**src/rtl/temple_mem_pkg.sv**
```systemverilog
// Shared types and constants for the Temple memory subsystem.
package temple_mem_pkg;

  localparam int unsigned ADDR_W = 16;
  localparam int unsigned DATA_W = 16;

  // The high byte of a word at this address would fall outside the memory.
  localparam logic [ADDR_W-1:0] BAD_ADDR = 16'hFFFF;

  typedef enum logic [1:0] {
    IDLE = 2'd0,
    OWN0 = 2'd1,
    OWN1 = 2'd2
  } arb_state_t;

endpackage

```
**src/rtl/mem_arb_pick.sv**
```systemverilog
// Combinational winner select for the two-port memory arbiter; one-hot grant out.
module mem_arb_pick
  import temple_mem_pkg::*;
(
  input  logic [1:0] req_i,
  input  arb_state_t state_i,
  input  logic       last_i,
  input  logic       lock_lim_i,
  output logic [1:0] gnt_o
);

  always_comb begin
    gnt_o = 2'b00;
    unique case (state_i)
      OWN0: begin
        // The owner keeps the port unless the other side has waited out the lock budget.
        if (req_i[0] && !(req_i[1] && lock_lim_i)) gnt_o = 2'b01;
        else if (req_i[1])                         gnt_o = 2'b10;
      end
      OWN1: begin
        if (req_i[1] && !(req_i[0] && lock_lim_i)) gnt_o = 2'b10;
        else if (req_i[0])                         gnt_o = 2'b01;
      end
      default: begin
        if (&req_i) gnt_o = last_i ? 2'b01 : 2'b10;
        else        gnt_o = req_i;
      end
    endcase
  end

endmodule

```
**src/rtl/mem_arbiter.sv**
```systemverilog
// Round-robin arbiter with bounded lock between the core (port 0) and the host loader (port 1).
module mem_arbiter
  import temple_mem_pkg::*;
#(
  parameter int unsigned MAX_LOCK = 4
) (
  input  logic              clk_i,
  input  logic              rst_ni,
  input  logic              req0_i,
  input  logic              req1_i,
  input  logic              we0_i,
  input  logic              we1_i,
  input  logic              lock0_i,
  input  logic              lock1_i,
  input  logic [ADDR_W-1:0] addr0_i,
  input  logic [ADDR_W-1:0] addr1_i,
  input  logic [DATA_W-1:0] wdata0_i,
  input  logic [DATA_W-1:0] wdata1_i,
  output logic              gnt0_o,
  output logic              gnt1_o,
  output logic              rvalid0_o,
  output logic              rvalid1_o,
  output logic [DATA_W-1:0] rdata0_o,
  output logic [DATA_W-1:0] rdata1_o,
  output logic              err0_o,
  output logic              err1_o,
  output logic [ADDR_W-1:0] mem_addr_o,
  output logic [DATA_W-1:0] mem_wdata_o,
  output logic              mem_rw_o,
  input  logic [DATA_W-1:0] mem_rdata_i
);

  localparam int unsigned LcntW = $clog2(MAX_LOCK + 1);

  arb_state_t        state_q, state_d;
  logic              last_q, last_d;
  logic [LcntW-1:0]  lcnt_q, lcnt_d;
  logic [1:0]        rvalid_q, rvalid_d;
  logic [1:0]        err_q, err_d;
  logic [DATA_W-1:0] rdata0_q, rdata0_d;
  logic [DATA_W-1:0] rdata1_q, rdata1_d;

  logic [1:0]        pick_gnt;
  logic [1:0]        gnt;
  logic              any_gnt;
  logic              lock_lim;
  logic [ADDR_W-1:0] w_addr;
  logic [DATA_W-1:0] w_wdata;
  logic              w_we;
  logic              w_lock;
  logic              bad;
  arb_state_t        own_st;

  assign lock_lim = (lcnt_q == LcntW'(MAX_LOCK));

  mem_arb_pick u_pick (
    .req_i      ({req1_i, req0_i}),
    .state_i    (state_q),
    .last_i     (last_q),
    .lock_lim_i (lock_lim),
    .gnt_o      (pick_gnt)
  );

  // Grants are gated while reset is low so no memory write can slip through.
  assign gnt     = rst_ni ? pick_gnt : 2'b00;
  assign any_gnt = |gnt;
  assign gnt0_o  = gnt[0];
  assign gnt1_o  = gnt[1];

  assign w_addr  = gnt[1] ? addr1_i  : addr0_i;
  assign w_wdata = gnt[1] ? wdata1_i : wdata0_i;
  assign w_we    = gnt[1] ? we1_i    : we0_i;
  assign w_lock  = gnt[1] ? lock1_i  : lock0_i;
  assign bad     = (w_addr == BAD_ADDR);
  assign own_st  = gnt[1] ? OWN1 : OWN0;

  assign mem_addr_o  = any_gnt ? w_addr  : '0;
  assign mem_wdata_o = any_gnt ? w_wdata : '0;
  assign mem_rw_o    = any_gnt & w_we & ~bad;

  always_comb begin
    state_d = state_q;
    last_d  = last_q;
    lcnt_d  = lcnt_q;
    if (any_gnt) begin
      last_d = gnt[1];
      if (w_lock) begin
        state_d = own_st;
        if (state_q != own_st) lcnt_d = LcntW'(1);
        else if (!lock_lim)    lcnt_d = lcnt_q + LcntW'(1);
      end else begin
        state_d = IDLE;
        lcnt_d  = '0;
      end
    end else if ((state_q == OWN0 && !lock0_i) || (state_q == OWN1 && !lock1_i)) begin
      state_d = IDLE;
      lcnt_d  = '0;
    end
  end

  always_comb begin
    rvalid_d = gnt & ~{we1_i, we0_i};
    err_d    = bad ? gnt : 2'b00;
    rdata0_d = rdata0_q;
    rdata1_d = rdata1_q;
    if (rvalid_d[0]) rdata0_d = bad ? '0 : mem_rdata_i;
    if (rvalid_d[1]) rdata1_d = bad ? '0 : mem_rdata_i;
  end

  always_ff @(posedge clk_i or negedge rst_ni) begin
    if (!rst_ni) begin
      state_q  <= IDLE;
      last_q   <= 1'b1;
      lcnt_q   <= '0;
      rvalid_q <= 2'b00;
      err_q    <= 2'b00;
      rdata0_q <= '0;
      rdata1_q <= '0;
    end else begin
      state_q  <= state_d;
      last_q   <= last_d;
      lcnt_q   <= lcnt_d;
      rvalid_q <= rvalid_d;
      err_q    <= err_d;
      rdata0_q <= rdata0_d;
      rdata1_q <= rdata1_d;
    end
  end

  assign rvalid0_o = rvalid_q[0];
  assign rvalid1_o = rvalid_q[1];
  assign err0_o    = err_q[0];
  assign err1_o    = err_q[1];
  assign rdata0_o  = rdata0_q;
  assign rdata1_o  = rdata1_q;

endmodule

```
**config.mk**
```make
export PLATFORM = sky130hd
export DESIGN_NAME = mem_arbiter
export DESIGN_NICKNAME = d
export VERILOG_FILES = /design/src/rtl/temple_mem_pkg.sv /design/src/rtl/mem_arb_pick.sv /design/src/rtl/mem_arbiter.sv
export SDC_FILE = /design/constraint.sdc
export NUM_CORES = 1
export LEC_CHECK = 0
export ABC_CLOCK_PERIOD_IN_PS = 3000
export CORE_MARGIN = 10
export CORE_UTILIZATION = 37
export DETAILED_ROUTE_END_ITERATION = 16
export PLACE_DENSITY = 0.85
export SYNTH_ARGS = -nofsm -noshare
export SYNTH_HDL_FRONTEND = slang
export SYNTH_SLANG_ARGS = --single-unit
```
**constraint.sdc**
```tcl
create_clock -name clk_i -period 3 [get_ports clk_i]
set_input_delay 0.6 -clock clk_i [delete_from_list [all_inputs] [get_ports clk_i]]
set_output_delay 0.6 -clock clk_i [all_outputs]
set_load 0.01 [all_outputs]
```
==> results.txt, run 1 <==
----------------------------------------------------
[Outcome]
  Outcome ... finished clean

[Routing]
  DR WL/cell ... 19.1 microns
  Post-detailed-route via-to-cell ratio ... about 5.4
  Via Count ... 2840
  Post-route ant nets ... 0
  Initial DRC Count ... 103
  Residual DRC count ... 0
  First drt pass iteration count ... 4
  Total length of routed wires ... between 10 and 15 mm

[Yosys]
  Number of synthesized register bits ... 42
  Share of the synthesized area in the top cell type ... between 40% and 50%
  Synth Flop Type ... dfrtp_1
  Most area-hungry cell type in the Yosys netlist ... dfrtp_1
  Most area-consuming cells after synthesis ... dfrtp_1, a22o_1, nand2_1
  Synthesized area divided by synthesized cell count ... 9.38 sq um
  Most instantiated library cell after synthesis ... nand2_1
  Area of the mapped netlist ... 2450 sq um
  YS warnings ... 0
  Post-Syn Nets ... 353
  Library cells used by synthesis ... 46
  Share of flip-flops with an asynchronous set or reset after synthesis ... 100%
  Synthesized netlist cell count ... 261
  EDFF count, synth ... 0
  Most frequent cells after synthesis ... nand2_1, dfrtp_1, a22o_1, nand3_1, buf_2
  Sequential cell area fraction in the yosys report ... a little over two fifths

[Clock tree]
  Number of buffers on the longest clock path ... 2
  CTS tree ... built
  Clock tree root buffer cell ... clkbuf_8
  Total number of H-tree levels ... 2
  Clock Latency Late Sink ... about 290 ps
  Clock buffer count from CTS ... 5
  Clock slew at reported path FFs ... 80 ps
  Sink count of the clock tree ... 42

[STA]
  Rel. slew slack ... 64.0%
  Final critical delay including setup and external delays ... a little under 3000 ps
  Slew at the pin closest to its max-slew limit ... 539 ps
  Post-Route Skew ... approximately 4.2 ps
  Final Hold Viols ... 0
  Max-slew violation total from the final report ... 0
  Worst setup slack after layout ... approximately 48 ps
  Setup repair after global routing missed its margin ... yes
  WHS ... 410 ps
  Final setup vio count ... 0
  Post-route clock period utilization ... 98.4%
  Maximum operating frequency ... 339 MHz

[Critical path]
  Worst Reg2Reg Path Length in Cells ... 11
  Critical path origin ... state_q[1]
  Minimum setup slack among reg-to-reg paths ... 640 ps
  Worst setup endpoint ... mem_addr_o[14]
  Endpoint of the most critical register-to-register path ... lcnt_q[0]
  Critical path data required time ... about 2400 ps
  Data arrival time of the worst path ... between 2000 and 2500 ps
  Type of element launching the critical path ... flop
  Critical path class ... reg -> out
  Reg-to-reg startpoint ... state_q[1]
  Type of destination of the critical path ... output pin
  Maximum net fanout on the critical path ... 15

[Placed design]
  Pre-CTS worst setup slack ... -272 ps
  Last weighted congestion value of the routability-driven placer ... 0.873
  Number of port buffers ... about 160
  Placed insts ... 499
  Placed wire-length estimate ... 7.83 mm

[Worst hold path]
  Class of the tightest hold or removal check ... in -> async

[Finish]
  Final-stage net count ... between 500 and 600
  Filler cell count in the final layout ... 504
  Final std cells w/o fill ... 525
  Area added between synthesis and finish ... 78.7%
  Count of antenna diodes in the layout ... 0
  Final core utilization ... 68.5%
  Layout cell share with drive strength beyond 1 ... approximately a quarter

[Pwr]
  Clk pwr share ... 11.3%
  Internal power of the cells ... 1.99 mW
  Leakage ... ~2 nW
  Sequential share of power ... 29.6%
  Pwr Density ... around 730 nW/um^2
  Power after layout ... ~3.2 mW
  Reported net switching power ... 1.18 mW
  Fraction of power spent switching nets ... ~37%
  Combinational fraction of design power ... 59.1%
  VDD IR max ... 0.561 mV

[Global routing]
  Wire length of the first global-routing pass ... 15.4 mm
  Pin count of the biggest net entering global routing ... between 40 and 50
  Number of global-route vias before repair ... 2990
  Global-route usage over all layers ... 18.8%
  Remaining global-route overflow ... 0
  Number of antenna violations at the first check in global routing ... 0

[Die]
  Site Rows ... 29
  Area of the core ... 6390 sq um
  Boundary pin count ... 159
  Die ar. ... 10300 sq um
  Die Ht ... 101 microns
  Starting density of the core ... 38.3%
  Die width ... approximately 100 microns

[Run]
  Max-cap check violation count ... 0

----------------------------------------------------
-- cell usage in the layout (no fill, tap or decap), types with 2 or more instances in the layout --
cell and instances:
dfrtp_1 40, nand4_1 8, nand2b_1 3, nor2_1 2, a22o_1 32, a21oi_2 2, inv_2 2, nor3_1 2
buf_12 2, inv_4 2, ha_1 2, ha_4 2, dlygate4sd2_1 6, a21oi_1 4, buf_6 9, nand3_1 20
clkdlybuf4s15_1 2, clkbuf_8 5, buf_4 28, buf_2 25, and3_1 2, o21ai_2 9, o21ai_0 8, nand2_1 68
inv_1 6, clkdlybuf4s50_1 119, clkbuf_2 2
-- timing repair --
| item | CTS | global route |
|---|---|---|
| setup endpoints to repair | 35 | 33 |
| buffers inserted | 17 | 3 |
| gates cloned | 2 | 0 |
| hold buffers | 0 | 0 |
| gates resized for setup | 132 | 19 |
| pin swaps | 3 | 7 |
-- power groups by stage --
stage / combinational, mW / clock (mW) / sequential [mW]
detailed placement: 1.78 / 0 / 0.951
floorplan: 0.696 / 0 / 1.03
finish: 1.88 / 0.358 / 0.940
global placement: 1.74 / 0 / 0.938
global route: 2.04 / 0.394 / 0.968
CTS: 1.86 / 0.368 / 0.941
-- sequential cells by signal (all words and copies together), names as in the netlist --
name / flops
rdata0_o: 16
rdata1_o: 16
lcnt_q: 3
err_q: 2
rvalid_q: 2
state_q: 2
last_q: 1
-- per-layer routing --
layer	global-route usage, %	wire length (microns)	vias up
met1	18.9	3430	1354
met2	32.2	5030	156
li1	-	-	1309
met5	0	0	-
met4	6.43	238	0
met3	10.5	1340	21
-- cell type report --
class	instances	area, sq um	area share [%]
inverter	11	51.3	1.17
clock buffer	6	72.6	1.66
clock inverter	2	13.8	0.315
timing repair buffer	195	1790	40.9
tap	77	96.3	2.20
multi-input combinational	192	1290	29.6
sequential	42	1050	24.1
-- critical path, cell delays in order (launching register included) --
cell	delay, ps
dfrtp_2	440
inv_1	80
ha_1	220
o31a_4	190
o211ai_4	100
nor4_4	340
buf_6	170
buf_12	140
buf_4	120
a22o_1	120
buf_2	130
-- stage by stage --
stage | instance area, sq um | setup TNS, ps
after floorplan | 2450 | 0
after global placement | 4180 | -4090
after detailed placement | 4180 | -4560
after CTS | 4350 | -822
after global routing | 4370 | -315
final | 4370 | 0
-- kinds of logic (layout without fill, tap and decap cells) --
family,after synthesis,in the layout,synth area share (%)
AO/OA/AOI/OAI,69,69,24.5
adder cells (fa/ha/maj),4,4,2.05
buffers and inverters,27,214,6.44
flip-flops,42,42,43.0
multiplexers,1,1,0.409
AND/OR/NAND/NOR,118,118,23.6
-- how the worst min path moves through the flow --
stage / start / to / slack, ps / cells after the start
floorplan: rst_ni / err_q[0] / 300 / 0
global placement: rdata1_o[6] / rdata1_o[6] / 450 / 2
detailed placement: rdata1_o[12] / rdata1_o[12] / 460 / 2
CTS: rst_ni / state_q[0] / 410 / 2
global route: rst_ni / state_q[0] / 450 / 2
finish: rst_ni / state_q[0] / 410 / 2
No activity file was read; power rests on OpenSTA's default activity.
==> run 2: changes to the inputs <==
- ABC_CLOCK_PERIOD_IN_PS: 3000 -> 2840
- SLEW_MARGIN: unset -> 20
- clock period: 3 -> 2.84 ns (I/O delays scaled with it)
==> results.txt, run 2 (synthesis gave the netlist of run 1 again) <==
----------------------------------------------------
[Outcome]
  Outcome ... finished, violations left
  Violated checks ... negative setup slack

[Clock tree]
  Clock Latency Late Sink ... 290 ps
  Number of hold-repair buffers added at the cts stage ... 0
  Total number of H-tree levels ... 2
  Clock tree root buffer cell ... clkbuf_8
  Clock buffer count from CTS ... 5
  CTS tree ... built
  Clock slew at reported path FFs ... 80 ps
  Number of buffers on the longest clock path ... 2
  Sink count of the clock tree ... 42

[Die]
  Die width ... 101 microns
  Starting density of the core ... a little under two fifths
  Area of the core ... between 6000 and 7000 sq um
  Die Ht ... slightly above 100 microns
  Die ar. ... 10300 sq um
  Boundary pin count ... 159
  Site Rows ... 29

[Global routing]
  Wire length of the first global-routing pass ... 16.1 mm
  Global-route usage over all layers ... 19.6%
  Remaining global-route overflow ... 0
  Number of antenna violations at the first check in global routing ... 0
  Number of global-route vias before repair ... 3075
  Pin count of the biggest net entering global routing ... 43

[STA]
  Slew at the pin closest to its max-slew limit ... 534 ps
  Final critical delay including setup and external delays ... 2930 ps
  Worst setup slack after layout ... -92.3 ps
  Maximum operating frequency ... 341 MHz
  Setup repair after global routing missed its margin ... yes
  Max-slew violation total from the final report ... 0
  Final setup vio count ... 6
  Final Hold Viols ... 0
  Post-route clock period utilization ... 103%
  Post-Route Skew ... ~6.4 ps
  Rel. slew slack ... 64.4%

[Pwr]
  Leakage ... 2.05 nW
  Pwr Density ... roughly 770 nW/um^2
  VDD IR max ... 0.615 mV

[Finish]
  Layout cell share with drive strength beyond 1 ... between 20 and 30%
  Final-stage net count ... around 550
  Count of antenna diodes in the layout ... 0
  Area added between synthesis and finish ... 85.3%
  Final core utilization ... a little under three quarters
  Most frequent standard cell in the layout excluding fill and tap cells ... clkdlybuf4s50_1
  Final Cell Area ... 4540 sq um
  Leading cell types in the layout, fill and taps excluded ... clkdlybuf4s50_1, nand2_1, dfrtp_1

[Critical path]
  Type of destination of the critical path ... output pin
  Critical path data required time ... 2270 ps
  Critical path class ... reg -> out
  Type of element launching the critical path ... flop
  Data arrival time of the worst path ... 2360 ps
  Maximum net fanout on the critical path ... 3

[Run]
  Max-cap check violation count ... 0

[Routing]
  Via Count ... 2840
  DR WL/cell ... 19.5 microns
  Initial DRC Count ... 95
  Residual DRC count ... 0
  Total length of routed wires ... 10.4 mm
  First drt pass iteration count ... 4
  Post-detailed-route via-to-cell ratio ... 5.34
  Post-route ant nets ... 0

[Placed design]
  Placed wire-length estimate ... 7.83 mm
  Area after detailed placement ... 4220 sq um
  Number of port buffers ... 158
  Last weighted congestion value of the routability-driven placer ... between 0.8 and 0.9

[Worst hold path]
  Class of the tightest hold or removal check ... in -> async

----------------------------------------------------
## run 2: changes by cell type in the layout (fill, tap and decap cells not counted), moves of 2 or more
cell and delta:
buf_2 -7, dlygate4sd2_1 -4, clkdlybuf4s15_1 -2, a21oi_2 -2, buf_6 +16, clkdlybuf4s50_1 +2
## run 2: area by class of cell
class | count | area, sq um
clock buffer | 6 | 82.6
sequential | 42 | 1050
clock inverter | 2 | 12.5
multi-input combinational | 192 | 1320
inverter | 11 | 51.3
fill | 473 | 1850
timing repair buffer | 202 | 1920
tap | 77 | 96.3
## run 2: layer usage
metal | routed length [microns] | track usage (%) | vias to the layer above
met5 | 0 | 0 | -
met4 | 178 | 5.79 | 0
met3 | 1150 | 8.37 | 12
met2 | 5220 | 34.8 | 143
met1 | 3800 | 20.6 | 1359
li1 | - | - | 1326
## run 2: where the power goes
group	switching (mW)	internal [mW]
clock network	0.211	0.196
registers	0.145	0.847
logic	0.929	1.15
## run 2: worst paths after layout
path | slack, ps | startpoint | depth (start not counted) | to
max | -90 | state_q[1] | 10 | mem_wdata_o[3]
min | 370 | rst_ni | 2 | rdata0_o[7]
max reg2reg | 570 | lcnt_q[1] | 11 | lcnt_q[0]
min reg2reg | 470 | rdata1_o[12] | 2 | rdata1_o[12]
max in group asynchronous | 2070 | rst_ni | 2 | state_q[1]
min in group clk_i | 470 | rdata1_o[12] | 2 | rdata1_o[12]
## run 2: through the flow
| step | TNS [ps] | worst slack (ps) | hold WS, ps | power, mW | cells |
|---|---|---|---|---|---|
| global route | -2050 | -182 | 422 | 3.70 | 532 |
| finish | -384 | -92.3 | 373 | 3.48 | 532 |
| global placement | -7360 | -337 | 450 | 2.85 | 504 |
| CTS | -1610 | -190 | 376 | 3.46 | 532 |
| detailed placement | -8600 | -353 | 455 | 2.91 | 504 |
| floorplan | 0 | 291 | 272 | 1.82 | 261 |
## run 2: what timing repair did
action,in CTS,in global routing
cloned,5,0
resized for setup,151,31
pin swaps,7,12
setup endpoints to repair,35,34
buffers inserted,15,4
## run 2: worst max-delay path, cell delays in order, from the launching register on
cell and delay, ps:
dfrtp_2 450, ha_4 300, o31a_4 150, o211ai_4 90, nor4_4 400, buf_6 150, buf_6 100, buf_6 100
buf_6 90, a22o_1 130, buf_6 100
==> run 3: changes to the inputs <==
- ABC_CLOCK_PERIOD_IN_PS: 2840 -> unset
- CTS_CLUSTER_DIAMETER: unset -> 60
==> results of run 3 <==
Final layout, timing and power as in run 2 (identical DEF).
